[src/rtl/iopmp_ctrl_port_pkg.sv]
// Shared types for the IOPMP control port: TL-UL channel structs, opcode encodings,
// register offsets, decoded table entry format and the violation record layout.
package iopmp_ctrl_port_pkg;

    typedef enum logic [2:0] {
        PUT_FULL_DATA    = 3'h0,
        PUT_PARTIAL_DATA = 3'h1,
        GET              = 3'h4
    } tl_a_op_e;

    typedef enum logic [2:0] {
        ACCESS_ACK      = 3'h0,
        ACCESS_ACK_DATA = 3'h1
    } tl_d_op_e;

    localparam logic [15:0] HWCFG0_OFFSET       = 16'h0008;
    localparam logic [15:0] HWCFG1_OFFSET       = 16'h000C;
    localparam logic [15:0] HWCFG2_OFFSET       = 16'h0010;
    localparam logic [15:0] ENTRYLCK_OFFSET     = 16'h004C;
    localparam logic [15:0] ERR_CFG_OFFSET      = 16'h0060;
    localparam logic [15:0] ERR_REQINFO_OFFSET  = 16'h0064;
    localparam logic [15:0] ERR_REQADDR_OFFSET  = 16'h0068;
    localparam logic [15:0] ERR_REQADDRH_OFFSET = 16'h006C;
    localparam logic [15:0] ERR_REQID_OFFSET    = 16'h0070;
    localparam logic [15:0] MDCFG_BASE          = 16'h0800;
    localparam logic [15:0] SRCMD_EN_BASE       = 16'h1000;
    localparam logic [15:0] ENTRY_BASE          = 16'h2000;

    typedef struct packed {
        logic        a_valid;
        logic [2:0]  a_opcode;
        logic [2:0]  a_param;
        logic [1:0]  a_size;
        logic [7:0]  a_source;
        logic [31:0] a_address;
        logic [3:0]  a_mask;
        logic [31:0] a_data;
        logic        d_ready;
    } tl_h2d_t;

    typedef struct packed {
        logic        d_valid;
        logic [2:0]  d_opcode;
        logic [2:0]  d_param;
        logic [1:0]  d_size;
        logic [7:0]  d_source;
        logic        d_sink;
        logic [31:0] d_data;
        logic        d_error;
        logic        a_ready;
    } tl_d2h_t;

    typedef struct packed {
        logic [1:0] a;
        logic       x;
        logic       w;
        logic       r;
    } entry_cfg_t;

    typedef struct packed {
        logic [30:0] info;
        logic        v;
    } err_reqinfo_t;

    typedef struct packed {
        err_reqinfo_t err_reqinfo;
        logic [31:0]  err_reqaddr;
        logic [31:0]  err_reqaddrh;
        logic [31:0]  err_reqid;
    } error_registers_t;

    function automatic logic [31:0] apply_be(input logic [31:0] old_val,
                                             input logic [31:0] new_val,
                                             input logic [3:0]  be);
        logic [31:0] res;
        for (int b = 0; b < 4; b++) begin
            res[8*b +: 8] = be[b] ? new_val[8*b +: 8] : old_val[8*b +: 8];
        end
        return res;
    endfunction

endpackage

[src/rtl/iopmp_ctrl_tlul_adapter.sv]
// TL-UL single-outstanding slave front end: accepts one A beat, decodes it into a
// register-file strobe, and holds the D response until the host takes it.
module iopmp_ctrl_tlul_adapter
    import iopmp_ctrl_port_pkg::*;
(
    input  logic        clk,
    input  logic        reset,
    input  tl_h2d_t     tl_i,
    output tl_d2h_t     tl_o,
    output logic        wr_en,
    output logic [15:0] offset,
    output logic [31:0] wdata,
    output logic [3:0]  be,
    input  logic [31:0] rdata,
    input  logic        addr_err
);

    logic        a_ready_reg;
    logic        d_valid_reg;
    logic        d_error_reg;
    logic [2:0]  d_opcode_reg;
    logic [1:0]  d_size_reg;
    logic [7:0]  d_source_reg;
    logic [31:0] d_data_reg;

    logic accept;
    logic is_put;
    logic is_get;
    logic rd_en;
    logic range_err;
    logic resp_err;
    logic unused_bits;

    assign accept    = tl_i.a_valid && a_ready_reg;
    assign is_put    = (tl_i.a_opcode == PUT_FULL_DATA) || (tl_i.a_opcode == PUT_PARTIAL_DATA);
    assign is_get    = (tl_i.a_opcode == GET);
    // The register space is 64 KiB; anything above must not alias onto it.
    assign range_err = |tl_i.a_address[31:16];
    assign resp_err  = range_err || addr_err || !(is_put || is_get);

    assign wr_en  = accept && is_put && !range_err;
    assign rd_en  = accept && is_get;
    assign offset = {tl_i.a_address[15:2], 2'b00};
    assign wdata  = tl_i.a_data;
    assign be     = (tl_i.a_opcode == PUT_FULL_DATA) ? 4'hF : tl_i.a_mask;

    assign unused_bits = ^{tl_i.a_param, tl_i.a_address[1:0]};

    always_ff @(posedge clk) begin
        if (!reset) begin
            a_ready_reg  <= 1'b1;
            d_valid_reg  <= 1'b0;
            d_error_reg  <= 1'b0;
            d_opcode_reg <= '0;
            d_size_reg   <= '0;
            d_source_reg <= '0;
            d_data_reg   <= '0;
        end else if (accept) begin
            a_ready_reg  <= 1'b0;
            d_valid_reg  <= 1'b1;
            d_opcode_reg <= is_get ? ACCESS_ACK_DATA : ACCESS_ACK;
            d_size_reg   <= tl_i.a_size;
            d_source_reg <= tl_i.a_source;
            d_error_reg  <= resp_err;
            d_data_reg   <= (rd_en && !resp_err) ? rdata : '0;
        end else if (d_valid_reg && tl_i.d_ready) begin
            d_valid_reg <= 1'b0;
            a_ready_reg <= 1'b1;
        end
    end

    always_comb begin
        tl_o          = '0;
        tl_o.d_valid  = d_valid_reg;
        tl_o.d_opcode = d_opcode_reg;
        tl_o.d_size   = d_size_reg;
        tl_o.d_source = d_source_reg;
        tl_o.d_data   = d_data_reg;
        tl_o.d_error  = d_error_reg;
        tl_o.a_ready  = a_ready_reg;
    end

endmodule

[src/rtl/iopmp_ctrl_port.sv]
// IOPMP programming register file behind a TL-UL slave port; exposes the decoded
// entry/MD/SRCMD tables to the checker and captures its violation records.
module iopmp_ctrl_port
    import iopmp_ctrl_port_pkg::*;
#(
    parameter int IOPMPRegions       = 6,
    parameter int IOPMPMemoryDomains = 3,
    parameter int NUM_MASTERS        = 3
) (
    input  logic                                   clk,
    input  logic                                   reset,
    input  tl_h2d_t                                mst_req_i,
    output tl_d2h_t                                slv_rsp_o,
    input  error_registers_t                       error_report_i,
    output error_registers_t                       error_report_o,
    output entry_cfg_t [IOPMPRegions-1:0]          entry_conf_table,
    output logic [IOPMPRegions-1:0][33:0]          entry_addr_table,
    output logic [IOPMPMemoryDomains-1:0][15:0]    mdcfg_table,
    output logic [NUM_MASTERS-1:0][31:0]           srcmd_en_table
);

    logic        wr_en;
    logic [15:0] offset;
    logic [31:0] wdata;
    logic [3:0]  be;
    logic [31:0] rdata;
    logic [31:0] wval;
    logic        hit;
    logic        addr_err;

    logic             hwcfg0_en_reg;
    logic [15:0]      hwcfg2_reg;
    logic [15:0]      entrylck_reg;
    logic [7:0]       err_cfg_reg;
    error_registers_t err_reg;

    logic [15:0] mdcfg_reg     [IOPMPMemoryDomains];
    logic [31:0] srcmd_en_reg  [NUM_MASTERS];
    logic [31:0] entry_addr_reg[IOPMPRegions];
    logic [1:0]  entry_addrh_reg[IOPMPRegions];
    entry_cfg_t  entry_cfg_reg [IOPMPRegions];

    logic [IOPMPMemoryDomains-1:0] mdcfg_sel;
    logic [NUM_MASTERS-1:0]        srcmd_sel;
    logic [IOPMPRegions-1:0]       eaddr_sel;
    logic [IOPMPRegions-1:0]       eaddrh_sel;
    logic [IOPMPRegions-1:0]       ecfg_sel;
    logic [IOPMPRegions-1:0]       entry_wr_ok;

    iopmp_ctrl_tlul_adapter u_adapter (
        .clk      (clk),
        .reset    (reset),
        .tl_i     (mst_req_i),
        .tl_o     (slv_rsp_o),
        .wr_en    (wr_en),
        .offset   (offset),
        .wdata    (wdata),
        .be       (be),
        .rdata    (rdata),
        .addr_err (addr_err)
    );

    // Byte-merge against the current readback so every register shares one merge path.
    assign wval = apply_be(rdata, wdata, be);

    for (genvar gi = 0; gi < IOPMPMemoryDomains; gi++) begin : g_mdcfg
        assign mdcfg_sel[gi]   = (offset == 16'(MDCFG_BASE + 4*gi));
        assign mdcfg_table[gi] = mdcfg_reg[gi];
        always_ff @(posedge clk) begin
            if (!reset) begin
                mdcfg_reg[gi] <= '0;
            end else if (wr_en && mdcfg_sel[gi]) begin
                mdcfg_reg[gi] <= wval[15:0];
            end
        end
    end

    for (genvar gi = 0; gi < NUM_MASTERS; gi++) begin : g_srcmd
        assign srcmd_sel[gi]      = (offset == 16'(SRCMD_EN_BASE + 32*gi));
        assign srcmd_en_table[gi] = srcmd_en_reg[gi];
        always_ff @(posedge clk) begin
            if (!reset) begin
                srcmd_en_reg[gi] <= '0;
            end else if (wr_en && srcmd_sel[gi] && !srcmd_en_reg[gi][0]) begin
                srcmd_en_reg[gi] <= wval;
            end
        end
    end

    for (genvar gi = 0; gi < IOPMPRegions; gi++) begin : g_entry
        assign eaddr_sel[gi]  = (offset == 16'(ENTRY_BASE + 16*gi));
        assign eaddrh_sel[gi] = (offset == 16'(ENTRY_BASE + 16*gi + 4));
        assign ecfg_sel[gi]   = (offset == 16'(ENTRY_BASE + 16*gi + 8));
        // Entries below the ENTRYLCK boundary silently ignore writes.
        assign entry_wr_ok[gi] = wr_en && (15'(gi) >= entrylck_reg[15:1]);

        assign entry_conf_table[gi] = entry_cfg_reg[gi];
        assign entry_addr_table[gi] = {entry_addrh_reg[gi], entry_addr_reg[gi]};

        always_ff @(posedge clk) begin
            if (!reset) begin
                entry_addr_reg[gi]  <= '0;
                entry_addrh_reg[gi] <= '0;
                entry_cfg_reg[gi]   <= '0;
            end else if (entry_wr_ok[gi]) begin
                if (eaddr_sel[gi])  entry_addr_reg[gi]  <= wval;
                if (eaddrh_sel[gi]) entry_addrh_reg[gi] <= wval[1:0];
                if (ecfg_sel[gi])   entry_cfg_reg[gi]   <= entry_cfg_t'(wval[4:0]);
            end
        end
    end

    always_comb begin
        rdata = '0;
        hit   = 1'b1;
        case (offset)
            HWCFG0_OFFSET:       rdata = {hwcfg0_en_reg, 31'b0};
            HWCFG1_OFFSET:       rdata = {16'(IOPMPRegions), 16'(NUM_MASTERS)};
            HWCFG2_OFFSET:       rdata = {16'b0, hwcfg2_reg};
            ENTRYLCK_OFFSET:     rdata = {16'b0, entrylck_reg};
            ERR_CFG_OFFSET:      rdata = {24'b0, err_cfg_reg};
            ERR_REQINFO_OFFSET:  rdata = err_reg.err_reqinfo;
            ERR_REQADDR_OFFSET:  rdata = err_reg.err_reqaddr;
            ERR_REQADDRH_OFFSET: rdata = err_reg.err_reqaddrh;
            ERR_REQID_OFFSET:    rdata = err_reg.err_reqid;
            default:             hit   = 1'b0;
        endcase
        for (int m = 0; m < IOPMPMemoryDomains; m++) begin
            if (mdcfg_sel[m]) begin
                hit   = 1'b1;
                rdata = {16'b0, mdcfg_reg[m]};
            end
        end
        for (int s = 0; s < NUM_MASTERS; s++) begin
            if (srcmd_sel[s]) begin
                hit   = 1'b1;
                rdata = srcmd_en_reg[s];
            end
        end
        for (int i = 0; i < IOPMPRegions; i++) begin
            if (eaddr_sel[i]) begin
                hit   = 1'b1;
                rdata = entry_addr_reg[i];
            end
            if (eaddrh_sel[i]) begin
                hit   = 1'b1;
                rdata = {30'b0, entry_addrh_reg[i]};
            end
            if (ecfg_sel[i]) begin
                hit   = 1'b1;
                rdata = {27'b0, entry_cfg_reg[i]};
            end
        end
    end

    assign addr_err       = !hit;
    assign error_report_o = err_reg;

    always_ff @(posedge clk) begin
        if (!reset) begin
            hwcfg0_en_reg <= 1'b0;
            hwcfg2_reg    <= '0;
            entrylck_reg  <= '0;
            err_cfg_reg   <= '0;
            err_reg       <= '0;
        end else begin
            if (wr_en && (offset == HWCFG0_OFFSET) && be[3] && wdata[31]) begin
                hwcfg0_en_reg <= 1'b1;
            end
            if (wr_en && (offset == HWCFG2_OFFSET)) begin
                hwcfg2_reg <= wval[15:0];
            end
            if (wr_en && (offset == ENTRYLCK_OFFSET) && !entrylck_reg[0]) begin
                entrylck_reg <= wval[15:0];
            end
            if (wr_en && (offset == ERR_CFG_OFFSET)) begin
                err_cfg_reg <= wval[7:0];
            end
            // A fresh capture takes priority over a software clear of v.
            if (error_report_i.err_reqinfo.v && !err_reg.err_reqinfo.v) begin
                err_reg <= error_report_i;
            end else if (wr_en && (offset == ERR_REQINFO_OFFSET) && be[0] && wdata[0]) begin
                err_reg.err_reqinfo.v <= 1'b0;
            end
        end
    end

endmodule

[config.mk]
export PLATFORM = sky130hd
export DESIGN_NAME = iopmp_ctrl_port
export DESIGN_NICKNAME = d
export VERILOG_FILES = /design/src/rtl/iopmp_ctrl_port_pkg.sv /design/src/rtl/iopmp_ctrl_tlul_adapter.sv /design/src/rtl/iopmp_ctrl_port.sv
export SDC_FILE = /design/constraint.sdc
export NUM_CORES = 1
export LEC_CHECK = 0
export CAP_MARGIN = 20
export CORE_ASPECT_RATIO = 0.5
export CORE_MARGIN = 4
export CORE_UTILIZATION = 30
export DETAILED_ROUTE_END_ITERATION = 16
export SYNTH_ARGS = -nofsm -noshare
export SYNTH_HDL_FRONTEND = slang
export SYNTH_SLANG_ARGS = --single-unit
[constraint.sdc]
create_clock -name clk -period 6.7 [get_ports clk]
set_input_delay 2.01 -clock clk [delete_from_list [all_inputs] [get_ports clk]]
set_output_delay 2.01 -clock clk [all_outputs]
set_load 0.02 [all_outputs]
==> qor.yml <==
status:
  outcome: "completed"
setup_path:
  slowest_delay_ps: 890
  worstPathMaxFanout: 9
  critPathTopFamily: "simple AND/OR/NAND/NOR gates"
  crit_buf_inv: 5
  slowest_stage: "or4_1"
  critical_path_arrival_ps: 6070
  cpMostUsedCell: "buf_4"
  critPathCaptureType: "register"
  cp.required_ps: 7220
  crit_type: "in -> reg"
  crit_chain: "clkdlybuf4s50_1 > or4_1 > nor3_2 > buf_4 > nand2_1 > o211ai_1 > buf_4 > nand3b_1 > buf_12 > mux2i_1 > buf_4 > nor2_1"
  start_kind: "primary input"
synthesis:
  yosys-top-cells-area: "edfxtp_1 (41%), dfxtp_1 (16%), nor2_1 (6.3%)"
  ys_seq_elements: 593
  synth.distinct_cells: 101
  synth.largest_area_cell: "edfxtp_1"
  synthCells: 2828
  synth.most_common_cell: "nor2_1"
  synth_edf_count: 378
  synth_ff_type: "edfxtp_1"
  postSynthAreaPerCell_um2: 9.800
  ys_seq_area_share_pct: 56.49
  netlist.area_leader.share_pct: 40.96
  synthArstFlopShare_pct: 0
  ys_top_cells_by_count: "nor2_1 (465), nand2_1 (449), edfxtp_1 (378)"
  yosys_warnings: 0
  syn-cell-area_mm2: 0.02772
power:
  power.total_mw: 8.917
  power_density_mw_per_mm2: 224.5
  peakVddDrop_uv: 180.7
  power_leakage_nw: 13.80
timing:
  rsz0062_at_grt: "false"
  fin_crit_sh_pct: 82.70
  final-hold-violation-count: 0
  drv_slew: 0
  setup_tns_ps: 0
  fin_worst_skew_ps: 24.83
  worstMarginPinSlew_ps: 1184
  setup_violations: 0
  min_period_ps: 5541
  slew_headroom_pct: 21.09
  fmaxAchievable_mhz: 180.5
  fin_ws_ps: 1159
flow_run:
  max_cap_violations: 0
placed_design:
  dp_hpwl_um: 139100
  numPortBuffers: 762
  pre_cts_ws_ps: 647.5
  routabilityCongestion: 1.038
layout:
  nets: 3852
  multiInputGateArea_mm2: 0.01110
  drive_gt1_share_pct: 10.77
  syn_to_final_growth_pct: 43.30
  largest_reg_flops: 192
  fillerInstances: 8982
  regArea_mm2: 0.01566
routing:
  vias: 28730
  drc: 0
  initialDrtViolationCount: 4445
  wire_per_inst_um: 36.48
  routed_wirelength_um: 179900
  dr.pass1.iters: 6
  viasPerCell: 5.826
  drtAntennaViolNets: 0
hold_path:
  hp-class: "reg -> reg"
grt:
  first_global_vias: 26460
  grtUsageTotal_pct: 35.29
  grt_antenna_before_repair: 15
  grt_overflow_total: 0
  grt_pass1_wl_um: 237900
  grt_max_degree: 76
floorplanning:
  die_height_um: 222.9
  io_pins: 774
  core_mm2: 0.09115
  die-area_mm2: 0.09761
  die-width_um: 437.8
  start_util_pct: 30.41
  rows: 78
cts:
  postCtsSetupBuffers: 0
  root_buffer: "clkbuf_16"
  htree_levels: 2
  cts_made_buffers: 58
  cts_tree: "done"
  path_clk_slew_ps: 70
  ctsHoldBuffers: 0
  cts_resized: 0
  cts_sinks: 593
  clk_latency_ps: 690
  clk_path_buf_depth: 3
per-stage QoR:
step / cells / cell area, um2 / util, % / hold WS (ps)
after floorplan: 2833 / 27740 / - / 437.5
after global placement: 4811 / 37730 / 41.39 / 443.4
after detailed placement: 4812 / 37750 / 41.41 / 446.6
after CTS: 4922 / 39670 / 43.52 / 456.0
after global routing: 4929 / 39710 / 43.57 / 477.4
final: 4931 / 39720 / 43.57 / 453.8
area by class of cell:
| class | count | area share [%] |
|---|---|---|
| Sequential cell | 593 | 39.42 |
| Multi-Input combinational cell | 1991 | 27.96 |
| Timing Repair Buffer | 984 | 23.75 |
| Tap cell | 1240 | 3.907 |
| Clock buffer | 74 | 3.881 |
| Clock inverter | 36 | 0.9703 |
| Inverter | 8 | 0.08821 |
| Antenna cell | 5 | 0.03150 |
worst paths after layout:
check,depth (start not counted),slack [ps],endpoint,start
setup / recovery,12,1160,srcmd_en_reg[1][16]$_SDFFCE_PN0P_,mst_req_i[48]
hold / removal,2,450,u_adapter.d_data_reg[18]$_SDFFE_PN0P_,u_adapter.d_data_reg[18]$_SDFFE_PN0P_
setup reg to reg,10,2890,entry_addr_reg[2][15]$_SDFFCE_PN0P_,u_adapter.a_ready_reg$_SDFFE_PN1P_
hold reg to reg,2,450,u_adapter.d_data_reg[18]$_SDFFE_PN0P_,u_adapter.d_data_reg[18]$_SDFFE_PN0P_
kinds of logic (layout without fill, tap and decap cells):
group                  Yosys count  in the layout  synth area share [%]
muxes                           49             49                 1.914
other                            1             11               0.01353
DFF                            593            593                 56.49
buffers and inverters          249           1102                 4.180
AOI/OAI and AO/OA              715            715                 17.05
and+or+nand+nor               1221           1221                 20.36
cell usage in the layout (no fill, tap or decap), drive strengths merged, types with 24 or more instances in the layout:
| cell type | count |
|---|---|
| a22oi | 77 |
| clkbuf | 75 |
| dfxtp | 215 |
| edfxtp | 378 |
| buf | 226 |
| and2 | 32 |
| clkdlybuf4s50 | 757 |
| a22o | 41 |
| o21ai | 105 |
| nand3 | 45 |
| nor3 | 32 |
| a21oi | 255 |
| nor2 | 467 |
| nor4 | 31 |
| nand3b | 35 |
| nand4 | 24 |
| o211ai | 27 |
| nand2 | 449 |
| o22ai | 36 |
| mux2i | 41 |
routing by layer:
metal	vias up	GRT usage [%]	wire (um)	part of all wire, %
met5	-	0	43	0.024
met4	6	9.782	5526	3.1
met3	248	10.79	20100	11
met2	1768	54.14	79740	44
met1	14850	48.19	74480	41
li1	11860	-	-	-
worst min-delay path, delay by kind of cell (launching register included):
kind / cells / cell delay, ps
flip-flops: 1 / 310
AND/OR/NAND/NOR: 1 / 50
AO/OA/AOI/OAI: 1 / 50
report_power, final:
| part | internal (mW) | switching [mW] | total (mW) | leakage, nW |
|---|---|---|---|---|
| logic | 0.460 | 0.785 | 1.25 | 7.19 |
| clock network | 1.91 | 1.63 | 3.54 | 0.940 |
| registers | 4.00 | 0.133 | 4.13 | 5.67 |
| total | 6.37 | 2.55 | 8.92 | 13.8 |
No activity file was read; power rests on OpenSTA's default activity.
